==> config.mk <==
export PLATFORM = sky130hd
export DESIGN_NAME = stopwatch_frame_rx
export DESIGN_NICKNAME = d
export VERILOG_FILES = /design/src/rtl/stopwatch_pkg.sv /design/src/rtl/bin2bcd99.sv /design/src/rtl/stopwatch_frame_rx.sv
export SDC_FILE = /design/constraint.sdc
export NUM_CORES = 1
export LEC_CHECK = 0
export BUFFER_PORTS_ARGS = -buffer_cell sky130_fd_sc_hd__clkbuf_2
export CAP_MARGIN = 20
export CORE_UTILIZATION = 50
export CTS_CLUSTER_SIZE = 25
export DETAILED_ROUTE_END_ITERATION = 10
export MAX_ROUTING_LAYER = met4
export PLACE_DENSITY = 0.78
export SLEW_MARGIN = 5
export SYNTH_ARGS = -nofsm -noshare
export SYNTH_HDL_FRONTEND = slang
export SYNTH_HIERARCHICAL = 1
export SYNTH_SLANG_ARGS = --single-unit
==> constraint.sdc <==
create_clock -name clk -period 2 [get_ports clk]
set_clock_uncertainty 0.05 [all_clocks]
set_input_delay 0.1 -clock clk [delete_from_list [all_inputs] [get_ports clk]]
set_output_delay 0.1 -clock clk [all_outputs]
set_load 0.005 [all_outputs]
==> src/rtl/stopwatch_pkg.sv <==
// Shared constants for the stopwatch frame receiver:
// field limits, field count, FSM encoding and error codes.
package stopwatch_pkg;

   localparam int FIELDS = 5;

   typedef logic [6:0] field_t;

   // order: hs, sec, min, hr, dy
   localparam field_t LIMIT [FIELDS] = '{
      7'd100, 7'd60, 7'd60, 7'd24, 7'd100
   };

   localparam logic [1:0] S_IDLE    = 2'd0;
   localparam logic [1:0] S_COLLECT = 2'd1;
   localparam logic [1:0] S_CHECK   = 2'd2;

   localparam logic [1:0] ERR_NONE    = 2'd0;
   localparam logic [1:0] ERR_RANGE   = 2'd1;
   localparam logic [1:0] ERR_ABORT   = 2'd2;
   localparam logic [1:0] ERR_TIMEOUT = 2'd3;

endpackage

==> src/rtl/bin2bcd99.sv <==
// Combinational 7-bit binary (0..99) to two-digit BCD,
// tens digit in the upper nibble.
module bin2bcd99 (
   input  logic [6:0] bin,
   output logic [7:0] bcd
);

   logic [3:0] tens;
   logic [3:0] ones;

   always_comb begin
      tens = 4'(bin / 7'd10);
      ones = 4'(bin % 7'd10);
      bcd  = {tens, ones};
   end

endmodule

==> src/rtl/stopwatch_frame_rx.sv <==
// Receives five serial stopwatch fields per frame, range-checks
// them and publishes binary and BCD copies of each good frame.
module stopwatch_frame_rx
   import stopwatch_pkg::*;
#(
   parameter int TIMEOUT = 20000
) (
   input  logic        clk,
   input  logic        reset,
   input  logic        frame_q,
   input  logic        slot_clk,
   input  logic [6:0]  din,
   output logic [6:0]  hs_o,
   output logic [6:0]  sec_o,
   output logic [6:0]  min_o,
   output logic [6:0]  hr_o,
   output logic [6:0]  dy_o,
   output logic [39:0] bcd_o,
   output logic        frame_valid,
   output logic        frame_err,
   output logic [1:0]  err_code,
   output logic [7:0]  err_cnt,
   output logic        busy
);

   localparam int TW = $clog2(TIMEOUT + 1);
   localparam logic [TW-1:0] TO_MAX = TW'(TIMEOUT);

   logic [2:0]    fq;
   logic [2:0]    sc;
   logic          fe;
   logic          se;
   logic [1:0]    state;
   logic [2:0]    idx;
   logic [TW-1:0] tcnt;
   field_t        fld [FIELDS];
   field_t        outf [FIELDS];
   logic [7:0]    bcd [FIELDS];
   logic          range_ok;
   logic [1:0]    err_kind;

   // [1:0] synchronize, [2] holds the previous level for edge detect
   always_ff @(posedge clk or negedge reset) begin
      if (!reset) begin
         fq <= 3'b111;
         sc <= 3'b000;
      end else begin
         fq <= {fq[1:0], frame_q};
         sc <= {sc[1:0], slot_clk};
      end
   end

   assign fe = fq[2] & ~fq[1];
   assign se = sc[1] & ~sc[2];

   for (genvar g = 0; g < FIELDS; g++) begin : g_bcd
      bin2bcd99 u_bcd (
         .bin (fld[g]),
         .bcd (bcd[g])
      );
   end

   always_comb begin
      range_ok = 1'b1;
      for (int i = 0; i < FIELDS; i++)
         if (fld[i] >= LIMIT[i])
            range_ok = 1'b0;
   end

   always_comb begin
      err_kind = ERR_NONE;
      case (state)
         S_COLLECT:
            if (fe) begin
               if (idx != 3'd0)
                  err_kind = ERR_ABORT;
            end else if (!se && tcnt == TO_MAX) begin
               err_kind = ERR_TIMEOUT;
            end
         S_CHECK:
            if (!range_ok)
               err_kind = ERR_RANGE;
         default: ;
      endcase
   end

   always_ff @(posedge clk or negedge reset) begin
      if (!reset) begin
         state       <= S_IDLE;
         idx         <= 3'd0;
         tcnt        <= '0;
         bcd_o       <= '0;
         frame_valid <= 1'b0;
         for (int i = 0; i < FIELDS; i++) begin
            fld[i]  <= '0;
            outf[i] <= '0;
         end
      end else begin
         frame_valid <= 1'b0;
         case (state)
            S_IDLE:
               if (fe) begin
                  state <= S_COLLECT;
                  idx   <= 3'd0;
                  tcnt  <= '0;
               end
            S_COLLECT:
               if (fe) begin
                  idx  <= 3'd0;
                  tcnt <= '0;
               end else if (se) begin
                  fld[idx] <= din;
                  idx      <= idx + 3'd1;
                  tcnt     <= '0;
                  if (idx == 3'd4)
                     state <= S_CHECK;
               end else if (tcnt == TO_MAX) begin
                  state <= S_IDLE;
                  tcnt  <= '0;
               end else begin
                  tcnt <= tcnt + 1'b1;
               end
            S_CHECK: begin
               if (range_ok) begin
                  for (int i = 0; i < FIELDS; i++)
                     outf[i] <= fld[i];
                  bcd_o       <= {bcd[4], bcd[3], bcd[2], bcd[1], bcd[0]};
                  frame_valid <= 1'b1;
               end
               // a frame start landing on the check cycle is not lost
               state <= fe ? S_COLLECT : S_IDLE;
               idx   <= 3'd0;
               tcnt  <= '0;
            end
            default:
               state <= S_IDLE;
         endcase
      end
   end

   always_ff @(posedge clk or negedge reset) begin
      if (!reset) begin
         frame_err <= 1'b0;
         err_code  <= ERR_NONE;
         err_cnt   <= 8'd0;
      end else begin
         frame_err <= (err_kind != ERR_NONE);
         if (err_kind != ERR_NONE) begin
            err_code <= err_kind;
            if (err_cnt != 8'hff)
               err_cnt <= err_cnt + 8'd1;
         end
      end
   end

   assign hs_o  = outf[0];
   assign sec_o = outf[1];
   assign min_o = outf[2];
   assign hr_o  = outf[3];
   assign dy_o  = outf[4];
   assign busy  = (state == S_COLLECT) || (state == S_CHECK);

endmodule

==> metrics.yaml <==
top_usage_layer: "met2"
finalPower_mw: 12.8
regArea_mm2: 0.00372
hold_viol: 0
cts_tree: "done"
p_sw_mw: 4.25
fin_crit_ns: 2.17
grt_pass1_vias: 6646
met3_usage_pct: 5.37
cp-end-kind: "register"
vdd_drop_max_mv: 0.645
maxCapViolCount: 0
yosysSeqAreaShare_pct: 44.9
met2_usage_pct: 43.2
crit_path_max_fanout: 7
synth.net_count: 739
stdcell_count: 1174
syn_to_final_growth_pct: 35.7
setup_ws_ns: -0.169
rr_endpoint: "bcd_o[24]$_DFFE_PN0P_"
synth_top_family_by_area: "multiplexers"
synthArstFlopShare_pct: 100
syn-instance-count: 714
status: "complete, but fails checks"
clkTransAtPathRegs_ns: 0.06
grt.met1_usage_pct: 31.1
setup_viol: 71
rsz0062_at_grt: "yes"
firstDrtPassIters: 4
swShare_pct: 33.3
tightest_slew_ns: 0.488
avgSynthCellArea_um2: 11.6
wl_um: 21200
multi_input_area_mm2: 0.00461
drc_errors: 0
avgRoutedWirePerCell_um: 18.0
startpoint_type: "register"
ys_types: 62
r2r_slack_ns: -0.17
min_to: "fld[7]$_DFFE_PN0P_"
num_rows: 46
synth_edf_count: 0
dieArea_mm2: 0.0170
htree_levels: 4
violations: "setup timing"
final.fill_count: 1113
port_buffers: 98
timing.final.crit_share_pct: 108
cts-buffers-inserted: 17
gr-usage-all-layers_pct: 26.0
hpwl_um: 13000
slew_viol_final: 0
pwr-share-seq_pct: 33.4
rr_startpoint: "fld[27]$_DFFE_PN0P_"
ys.flop_type: "dfrtp_1"
final_common_cell: "dfrtp_1"
num_io_pins: 99
clk_latency_ns: 0.43
place_inst: 1105
crit_arrival_ns: 2.43
critPathKind: "reg2reg"
via_per_inst: 5.66
hold_depth: 2
grt_overflow: 0
initial_utilization_pct: 51.7
design.core.area_mm2: 0.0160
comb_power_share_pct: 42.4
hold_class: "in2reg"
clockPowerShare_pct: 24.2
synthMuxAreaShare_pct: 16.1
dpl_cell_area_mm2: 0.00974
antenna_left: 0
synth_compound_area_share_pct: 14.7
layout_common_cells: "136 x dfrtp_1, 116 x buf_4, 97 x clkbuf_2"
drive_above_1_share_pct: 50.2
place_congestion: 0.839
die_w_um: 131
syn_area_mm2: 0.00827
cts_buffer_depth: 2
yosys.area_share.simple_pct: 15.1
worst-r2r-cell-count: 7
synthAdderAreaFrac_pct: 2.12
slew_headroom_pct: 67.4
clock-sinks: 148
die_h_um: 131
cp.required_ns: 2.26
synth_seq_cells: 148
drt_iter0_drc: 352
p_leak_nw: 5.19
p_int_mw: 8.53
root_buffer: "clkbuf_16"
final_area_mm2: 0.0112
synth_xor_area_share_pct: 2.44
clock.fmax_mhz: 461
grt_max_degree: 49
fin_nets: 970
grt_antenna_before_repair: 0
min_from: "din[0]"
num_antenna_cells: 0
power-per-cell-area_mw_per_mm2: 1140
ys.warnings.count: 6
grt_pass1_wl_um: 33200
vias: 6641
==> how the worst max path moves through the flow <==
stage,start,endpoint,depth (start not counted)
6_report,fld[27]$_DFFE_PN0P_,bcd_o[24]$_DFFE_PN0P_,7
5_1_grt,fld[13]$_DFFE_PN0P_,bcd_o[25]$_DFFE_PN0P_,9
4_1_cts,fld[11]$_DFFE_PN0P_,bcd_o[25]$_DFFE_PN0P_,8
3_5_place_dp,fld[18]$_DFFE_PN0P_,bcd_o[17]$_DFFE_PN0P_,8
3_3_place_gp,fld[18]$_DFFE_PN0P_,bcd_o[17]$_DFFE_PN0P_,8
2_1_floorplan,fld[25]$_DFFE_PN0P_,bcd_o[9]$_DFFE_PN0P_,9
==> worst max-delay path: stages, from the launching register on <==
cell	delay, ns
dfrtp_2	0.45
nor4_4	0.28
nand4_1	0.22
nor3_4	0.30
buf_6	0.18
buf_12	0.12
buf_16	0.14
mux2_4	0.30
==> timing repair <==
item	4_1_cts	5_1_grt
pin swaps	10	14
setup endpoints to repair	83	120
hold endpoints to repair	137	0
setup buffers	19	7
hold buffers	8	0
cloned	7	0
resized for setup	76	54
==> registers in the layout, summed over array words and instances (netlist names) <==
name / count
bcd_o: 40
dy_o: 7
err_cnt: 8
err_code: 2
fld: 35
fq: 3
frame_err: 1
frame_valid: 1
hr_o: 7
hs_o: 7
idx: 3
min_o: 7
sc: 3
sec_o: 7
state: 2
tcnt: 15
==> final cells by class <==
cell class	count	area share [%]
Clock buffer	18	3.83
Multi-Input combinational cell	495	41.1
Inverter	33	1.10
Timing Repair Buffer	250	17.2
Sequential cell	148	33.2
Clock inverter	14	1.24
Tap cell	216	2.41
==> per-layer routing <==
metal | wire, um | vias up
met4 | 470 | 0
met3 | 959 | 46
li1 | - | 3086
met5 | 0 | -
met2 | 10800 | 177
met1 | 8970 | 3332
==> cell usage after synthesis (11+ instances only) <==
| cell | n | area [um2] |
|---|---|---|
| a21oi_1 | 16 | 80.1 |
| buf_2 | 11 | 55.1 |
| buf_4 | 11 | 82.6 |
| dfrtp_1 | 145 | 3630 |
| ha_1 | 14 | 175 |
| inv_1 | 23 | 86.3 |
| mux2_1 | 37 | 417 |
| mux2_2 | 72 | 811 |
| nand2_1 | 34 | 128 |
| nand2b_1 | 18 | 113 |
| nand3_1 | 16 | 80.1 |
| nor2_1 | 28 | 105 |
| nor2b_1 | 12 | 75.1 |
| o21ai_0 | 15 | 75.1 |
| o21ai_1 | 15 | 75.1 |
| or3_1 | 15 | 93.8 |
| xor2_1 | 13 | 114 |
==> power by group through the flow <==
stage / Sequential [mW] / Combinational (mW) / Clock (mW)
detailed placement: 4.24 / 4.47 / 0
CTS: 4.22 / 5.16 / 3.12
global route: 4.36 / 5.91 / 3.26
floorplan: 4.24 / 2.66 / 0
global placement: 4.22 / 4.35 / 0
finish: 4.27 / 5.42 / 3.09
==> metrics by stage <==
step	hold WS [ns]	util, %	setup WS, ns	setup TNS [ns]
floorplan	-0.246	-	-0.119	-0.785
global placement	0.0167	60.9	-0.0877	-1.73
detailed placement	0.0208	60.9	-0.137	-2.98
CTS	0.000351	68.7	-0.129	-2.63
global route	0.0343	70.1	-0.225	-12.70
finish	0.0500	70.1	-0.169	-7.73
==> cells by family (layout without fill, tap and decap cells) <==
group                    after synthesis  count (layout)
AND/OR/NAND/NOR                      199             199
XOR/XNOR                              23              23
adder cells (fa/ha/maj)               14              14
multiplexers                         119             119
flip-flops                           148             148
buffers and inverters                 71             315
AO/OA/AOI/OAI                        140             140
Power figures use the tool's default switching activity.
